$ cat config.mk
export PLATFORM = sky130hd
export DESIGN_NAME = regfile_sb
export DESIGN_NICKNAME = d
export VERILOG_FILES = /design/src/rtl/regfile_sb.sv
export SDC_FILE = /design/constraint.sdc
export NUM_CORES = 2
export LEC_CHECK = 0
export BUFFER_PORTS_ARGS = -buffer_cell sky130_fd_sc_hd__buf_4
export CORE_AREA = 2 2 371 373
export DETAILED_ROUTE_END_ITERATION = 8
export DIE_AREA = 0 0 373 375
export MAX_ROUTING_LAYER = met4
export PLACE_DENSITY = 0.68
export RECOVER_POWER = 25
export SYNTH_ARGS = -nofsm -noshare
export SYNTH_HDL_FRONTEND = slang
export SYNTH_SLANG_ARGS = --single-unit
$ cat constraint.sdc
create_clock -name clk -period 2.26 [get_ports clk]
set_input_delay 0.113 -clock clk [delete_from_list [all_inputs] [get_ports clk]]
set_output_delay 0.113 -clock clk [all_outputs]
set_load 0.05 [all_outputs]
$ cat src/rtl/regfile_sb.sv
// Integer register file with two combinational read ports, one write port,
// optional writeback bypass / hardwired zero register, and a busy scoreboard.
module regfile_sb #(
  parameter int unsigned XLEN     = 32,
  parameter int unsigned NREG     = 32,
  parameter bit          BYPASS   = 1'b1,
  parameter bit          ZERO_REG = 1'b1,
  localparam int unsigned AW      = $clog2(NREG)
) (
  input  logic            clk,
  input  logic            rst,
  input  logic [AW-1:0]   rs1,
  input  logic [AW-1:0]   rs2,
  output logic [XLEN-1:0] rv1,
  output logic [XLEN-1:0] rv2,
  input  logic            issue_valid,
  input  logic            issue_wb,
  input  logic [AW-1:0]   rd_issue,
  output logic            issue_ok,
  output logic            hazard,
  input  logic            wer,
  input  logic [AW-1:0]   rd,
  input  logic [XLEN-1:0] regdata,
  output logic [NREG-1:0] busy_vec
);

  logic [XLEN-1:0] r_regs [NREG];
  logic [NREG-1:0] r_busy;

  logic            w_wr_en;
  logic            w_bp1;
  logic            w_bp2;
  logic [NREG-1:0] w_wb_onehot;
  logic [NREG-1:0] w_eff_busy;
  logic            w_set_en;

  assign w_wr_en = wer && !(ZERO_REG && (rd == '0));

  always_comb begin
    w_wb_onehot = '0;
    if (wer) w_wb_onehot[rd] = 1'b1;
  end

  // A same-cycle writeback releases its destination only when bypass exists.
  always_comb begin
    w_eff_busy = r_busy;
    if (BYPASS) w_eff_busy = r_busy & ~w_wb_onehot;
    if (ZERO_REG) w_eff_busy[0] = 1'b0;
  end

  assign w_bp1 = BYPASS && wer && (rd == rs1);
  assign w_bp2 = BYPASS && wer && (rd == rs2);

  always_comb begin
    rv1 = r_regs[rs1];
    if (w_bp1) rv1 = regdata;
    if (ZERO_REG && (rs1 == '0)) rv1 = '0;
  end

  always_comb begin
    rv2 = r_regs[rs2];
    if (w_bp2) rv2 = regdata;
    if (ZERO_REG && (rs2 == '0)) rv2 = '0;
  end

  assign hazard   = issue_valid &&
                    (w_eff_busy[rs1] || w_eff_busy[rs2] ||
                     (issue_wb && w_eff_busy[rd_issue]));
  assign issue_ok = issue_valid && !hazard;
  assign w_set_en = issue_ok && issue_wb && !(ZERO_REG && (rd_issue == '0));
  assign busy_vec = r_busy;

  always_ff @(posedge clk) begin
    if (rst) begin
      r_regs <= '{default: '0};
    end else if (w_wr_en) begin
      r_regs[rd] <= regdata;
    end
  end

  // Set follows clear so a newly issued producer keeps the register busy.
  always_ff @(posedge clk) begin
    if (rst) begin
      r_busy <= '0;
    end else begin
      if (wer) r_busy[rd] <= 1'b0;
      if (w_set_en) r_busy[rd_issue] <= 1'b1;
    end
  end

endmodule

## Word-level counts from Yosys, hierarchy flattened

Cells that the tools add are included.

| operators by class | value |
|---|---|
| multiplexer cells | 27 |
| bitwise operators | 8 |
| magnitude comparators | 10 |
| equal/unequal tests | 2 |
| reductions and logical operators | 20 |

Operators by type and width:

| operator | number |
|---|---|
| 1024-bit bitwise mux | 1 |
| 32-bit 2-to-1 mux | 13 |
| 32-bit binary-select mux with 5-bit select | 2 |
| 32-bit demux with 5-bit select | 1 |
| 32-bit bitwise AND | 2 |
| 32-bit inverter | 2 |
| 32-bit bitwise OR | 1 |
| 5-bit by 6-bit < comparator with 1-bit output (second input constant) | 4 |
| 5-bit logical NOT | 4 |
| 6-bit >= comparator (second input constant) | 3 |
| 5-bit inverter with 6-bit output | 3 |
| 1-bit binary-select mux with 5-bit select | 3 |
| 1-bit logical AND | 11 |
| 1-bit demux with 5-bit select | 2 |
| 5-bit equality test | 2 |
| 5-bit by 1-bit >= comparator with 1-bit output (second input constant) | 2 |
| 6-bit by 1-bit < comparator with 1-bit output (second input constant) | 1 |
| 1-bit 2-to-1 mux | 5 |
| 1-bit logical NOT | 3 |
| 1-bit logical OR | 2 |

| storage, ports and cells | value |
|---|---|
| bits in registers | 1056 |

## Longest topological paths before layout

| logic depth | value |
|---|---|
| depth after elaboration | 17 |
| depth in mapped cells | 12 |
| depth with buffers taken out | 8 |

## Least setup slack after synthesis

OpenSTA, ideal clock, no wires.

| path | value |
|---|---|
| kind | input-to-output |
| start point | in rs1[0] |
| end point | out rv1[10] |
| data required time | 2.147 ns |
| data arrival time | 3.043 ns |
| stages on the path | 9 |
| slack | -0.896 ns |
| path buffers | 5 |
| cell sequence | buf_2 -> clkbuf_1 -> buf_1 -> buf_2 -> xnor2_1 -> nand3_1 -> clkbuf_1 -> nor2_1 -> a211oi_1 |

| between the ends | value |
|---|---|
| word-level cells in the longest chain between the ends | 6 |
| elaborated cells between the ends (all ways) | 9 |

RTL lines:

| element | RTL line | text |
|---|---|---|
| start, declared | 12 | `input logic [AW-1:0] rs1,` |
| 5-bit inverter with 6-bit output (not written as such) | 55 | `rv1 = r_regs[rs1];` |
| 32-bit binary-select mux with 5-bit select | 55 |  |
| 32-bit 2-to-1 mux (not written as such) (2 in series) | 55 |  |
| 32-bit 2-to-1 mux | 56 | `if (w_bp1) rv1 = regdata;` |
| 32-bit 2-to-1 mux (*) | 57 | `if (ZERO_REG && (rs1 == '0)) rv1 = '0;` |
| end, declared | 14 | `output logic [XLEN-1:0] rv1,` |

Every way passes the cells marked *; elsewhere a longest branch is shown, timed or not. The select of a mux whose other input is x is not followed.

## Worst setup path in the final report

| path | value |
|---|---|
| start point | reg r_busy[19], in the netlist busy_vec[19] |
| end point | out issue_ok |

| between the ends | value |
|---|---|
| word-level cells in the longest chain between the ends | 8 |
| elaborated cells between the ends (all ways) | 13 |

RTL lines:

| element | RTL line | text |
|---|---|---|
| start, declared | 28 | `logic [NREG-1:0] r_busy;` |
| start signal, assigned | 84 | `r_busy <= '0;` |
| start signal, assigned by index | 86 | `if (wer) r_busy[rd] <= 1'b0;` |
| start signal, assigned by index | 87 | `if (w_set_en) r_busy[rd_issue] <= 1'b1;` |
| 32-bit bitwise AND (*) | 47 | `if (BYPASS) w_eff_busy = r_busy & ~w_wb_onehot;` |
| 1-bit binary-select mux with 5-bit select, on equally long branches | 67, 68 |  |
| 1-bit 2-to-1 mux, on equally long branches | 67, 68 |  |
| 1-bit logical OR or 1-bit logical AND (tied branches) | 67, 68 |  |
| 1-bit logical OR (*) | 67 | `(w_eff_busy[rs1] \|\| w_eff_busy[rs2] \|\|` |
| 1-bit logical AND (*) | 66 | `assign hazard = issue_valid &&` |
| 1-bit logical NOT (*) | 69 | `assign issue_ok = issue_valid && !hazard;` |
| 1-bit logical AND (*) | 69 |  |
| end, declared | 19 | `output logic issue_ok,` |

Marks and branches as above.

==> results.cfg <==
[status]
outcome = complete, but fails checks
failed_checks = max-capacitance violations, max-slew violations, negative setup slack

[route]
detail_route.wl_per_cell_um = 27.8
drc = 0
vias_per_cell = 6.29
vias = 49800
drtPass1Iterations = 5
drt_iter0_drc = 6502
drtAntennaViolNets = 0
wl_um = 220000

[finish]
fill_cells = 11900
syn_to_final_growth_pct = 23.7
fin_util_pct = 49.2
most-common-layout-cells = nand2_1 (2003), a21oi_1 (996), dfxtp_1 (911), mux4_2 (647), buf_4 (457)
drive_gt1_share_pct = 30.4
final_common_cell = nand2_1
finalInstanceArea_um2 = 67000
nets = 6093
fin_cells = 7928

[synthesis]
netlist_instances = 5866
ys_seq_elements = 1056
async_reset_ff_share_pct = 0
syn_area_um2 = 54200
mappedNetlistNets = 5923
ys.flop_type = dfxtp_1
yosysSeqAreaShare_pct = 39.0
ys_types = 64
synth.avg_cell_area_um2 = 9.23
synth-edff-count = 0
yosys_warnings = 0

[sta]
fin_crit_sh_pct = 127
setup_ws_ns = -0.605
worst_slew_margin_rel_pct = -53.6
setup_violations = 784
drv_slew = 51
clock-skew-final_ns = 0.00539
max_freq_mhz = 349
tightest_slew_ns = 2.30
fin_crit_ns = 2.87
whs_ns = 0.0307
hold_viol = 0
rsz0062_at_grt = true

[worst_setup_path]
crit_chain = mux4_2 > o31ai_4 > a21oi_2 > inv_2 > buf_6 > a21oi_4 > o2111ai_4 > nand4_4 > buf_6 > clkinvlp_4 > buf_8
cp_max_fo = 3
worst_setup_path_start_kind = register
slowest_stage = mux4_2
slowest_delay_ns = 0.53
critPathArrivalTime_ns = 2.75
critPathRequiredTime_ns = 2.15
crit_path_frequent_cell = buf_6
worstSetupPathType = reg -> out
path_buf_inv = 5
cp_top_family = buffers and inverters
cp-end-kind = output pin

[floorplan]
core-area_um2 = 136000
die_w_um = 373
rows = 136
pin_count = 155
die-area_um2 = 140000
initial_utilization_pct = 39.7
die_h_um = 375

[clocking]
cts-buffers-inserted = 109
cts_max_level = 3
cts_tree = built
clock_path_buffers = 3
root_buffer = clkbuf_16
cts.sinks = 1056
cts.clk_slew.worst_paths_ns = 0.06
clock_latency_ns = 0.68

[placement]
dpl_worst_slack_ns = -0.383
dp_cells = 7672
place.gp.congestion = 0.946
port_buffers = 154
dpl.hpwl_um = 131000
place_area_um2 = 61700

[grt]
antenna_found_initial = 3
grt_pass1_vias = 49200
grt_pass1_wl_um = 320000
track_usage_pct = 31.6
grt_overflow = 0
grt_max_degree = 142

[pwr]
p_leak_nw = 21.9
peakVddDrop_v = 0.000671
p_per_area_nw_per_um2 = 644

[run]
maxCapViolCount = 1

[worst_hold_path]
hold_class = in -> reg
-- tightest hold or removal path, stage by stage --
cell	delay (ns)
buf_4	0.11
buf_4	0.15
nand3_1	0.09
buf_4	0.13
o32ai_2	0.08
-- per-stage QoR --
step                      total power, W  setup TNS, ns
after global routing              0.0441        -141.93
final                             0.0432        -120.84
after detailed placement          0.0231         -25.13
after global placement            0.0231         -24.86
after CTS                         0.0431         -31.24
after floorplan                   0.0216         -0.582
-- per-layer routing --
metal | GRT usage, % | vias up | part of all wire, %
li1 | - | 20900 | -
met1 | 36.7 | 24400 | 34
met2 | 47.8 | 3361 | 45
met3 | 7.15 | 1124 | 12
met4 | 23.6 | 0 | 9.1
met5 | - | - | 0
-- final timing paths --
kind                             endpoint               startpoint  cells after the start  slack (ns)
setup reg to reg  busy_vec[16]$_SDFF_PP0_  busy_vec[19]$_SDFF_PP0_                     12       -0.29
setup / recovery                 issue_ok  busy_vec[19]$_SDFF_PP0_                     11       -0.61
hold reg to reg   r_regs[39]$_SDFFE_PP0P_  r_regs[39]$_SDFFE_PP0P_                      2        0.46
hold / removal    busy_vec[28]$_SDFF_PP0_              rd_issue[4]                      5        0.03
-- kinds of logic after synthesis --
logic type | share of synthesized area [%]
flops | 39.0
simple gates | 16.4
mux | 28.2
compound gates | 11.5
xor+xnor | 0.194
buf+inv | 4.71
-- state kept, by name, indices dropped and copies added (netlist names) --
register  flops
busy_vec     32
r_regs     1024
-- power breakdown --
group          internal [W]  switching (W)
registers            0.0187      0.0000984
clock network        0.0121        0.00814
logic               0.00154        0.00254
-- final cells by class --
cell class	count	area, um^2	share of cell area, %
diodes	3	7.51	0.0112
multi-input cells	4161	32200	48.1
clock buffers	158	3260	4.87
repair buffers	699	7120	10.6
inverters	9	37.5	0.0560
clock inverters	48	781	1.17
well taps	1794	2240	3.35
flip-flops and latches	1056	21300	31.8
-- cells in the mapped netlist (4+ instances only) --
| cell | instances | share of area, % |
|---|---|---|
| a211oi_1 | 65 | 0.90 |
| a21oi_1 | 1000 | 9.2 |
| a31oi_1 | 4 | 0.046 |
| and4b_1 | 4 | 0.074 |
| buf_1 | 68 | 0.47 |
| buf_2 | 37 | 0.34 |
| buf_6 | 4 | 0.083 |
| clkbuf_1 | 502 | 3.5 |
| clkbuf_2 | 29 | 0.27 |
| dfxtp_1 | 1056 | 39 |
| inv_1 | 7 | 0.049 |
| mux2i_1 | 68 | 1.3 |
| mux4_2 | 647 | 27 |
| nand2_1 | 2033 | 14 |
| nand2b_1 | 8 | 0.092 |
| nand3_1 | 16 | 0.15 |
| nand3b_1 | 4 | 0.055 |
| nand4_1 | 7 | 0.081 |
| nand4bb_1 | 4 | 0.083 |
| nor2_1 | 113 | 0.78 |
| nor2b_1 | 42 | 0.49 |
| nor4_1 | 4 | 0.046 |
| o211ai_1 | 10 | 0.14 |
| o21ai_0 | 16 | 0.15 |
| o21ai_1 | 16 | 0.15 |
| o22ai_1 | 25 | 0.29 |
| o32ai_1 | 11 | 0.18 |
| xor2_1 | 10 | 0.16 |
-- timing repair --
action                                  in CTS  in global routing
hold buffers                                38                  0
setup buffers                                2                 10
endpoints found under the setup margin      89                 97
pin swaps                                   45                 25
endpoints found under the hold margin     1019                  0
resized for setup                          182                108
No activity file was read; power rests on OpenSTA's default activity.
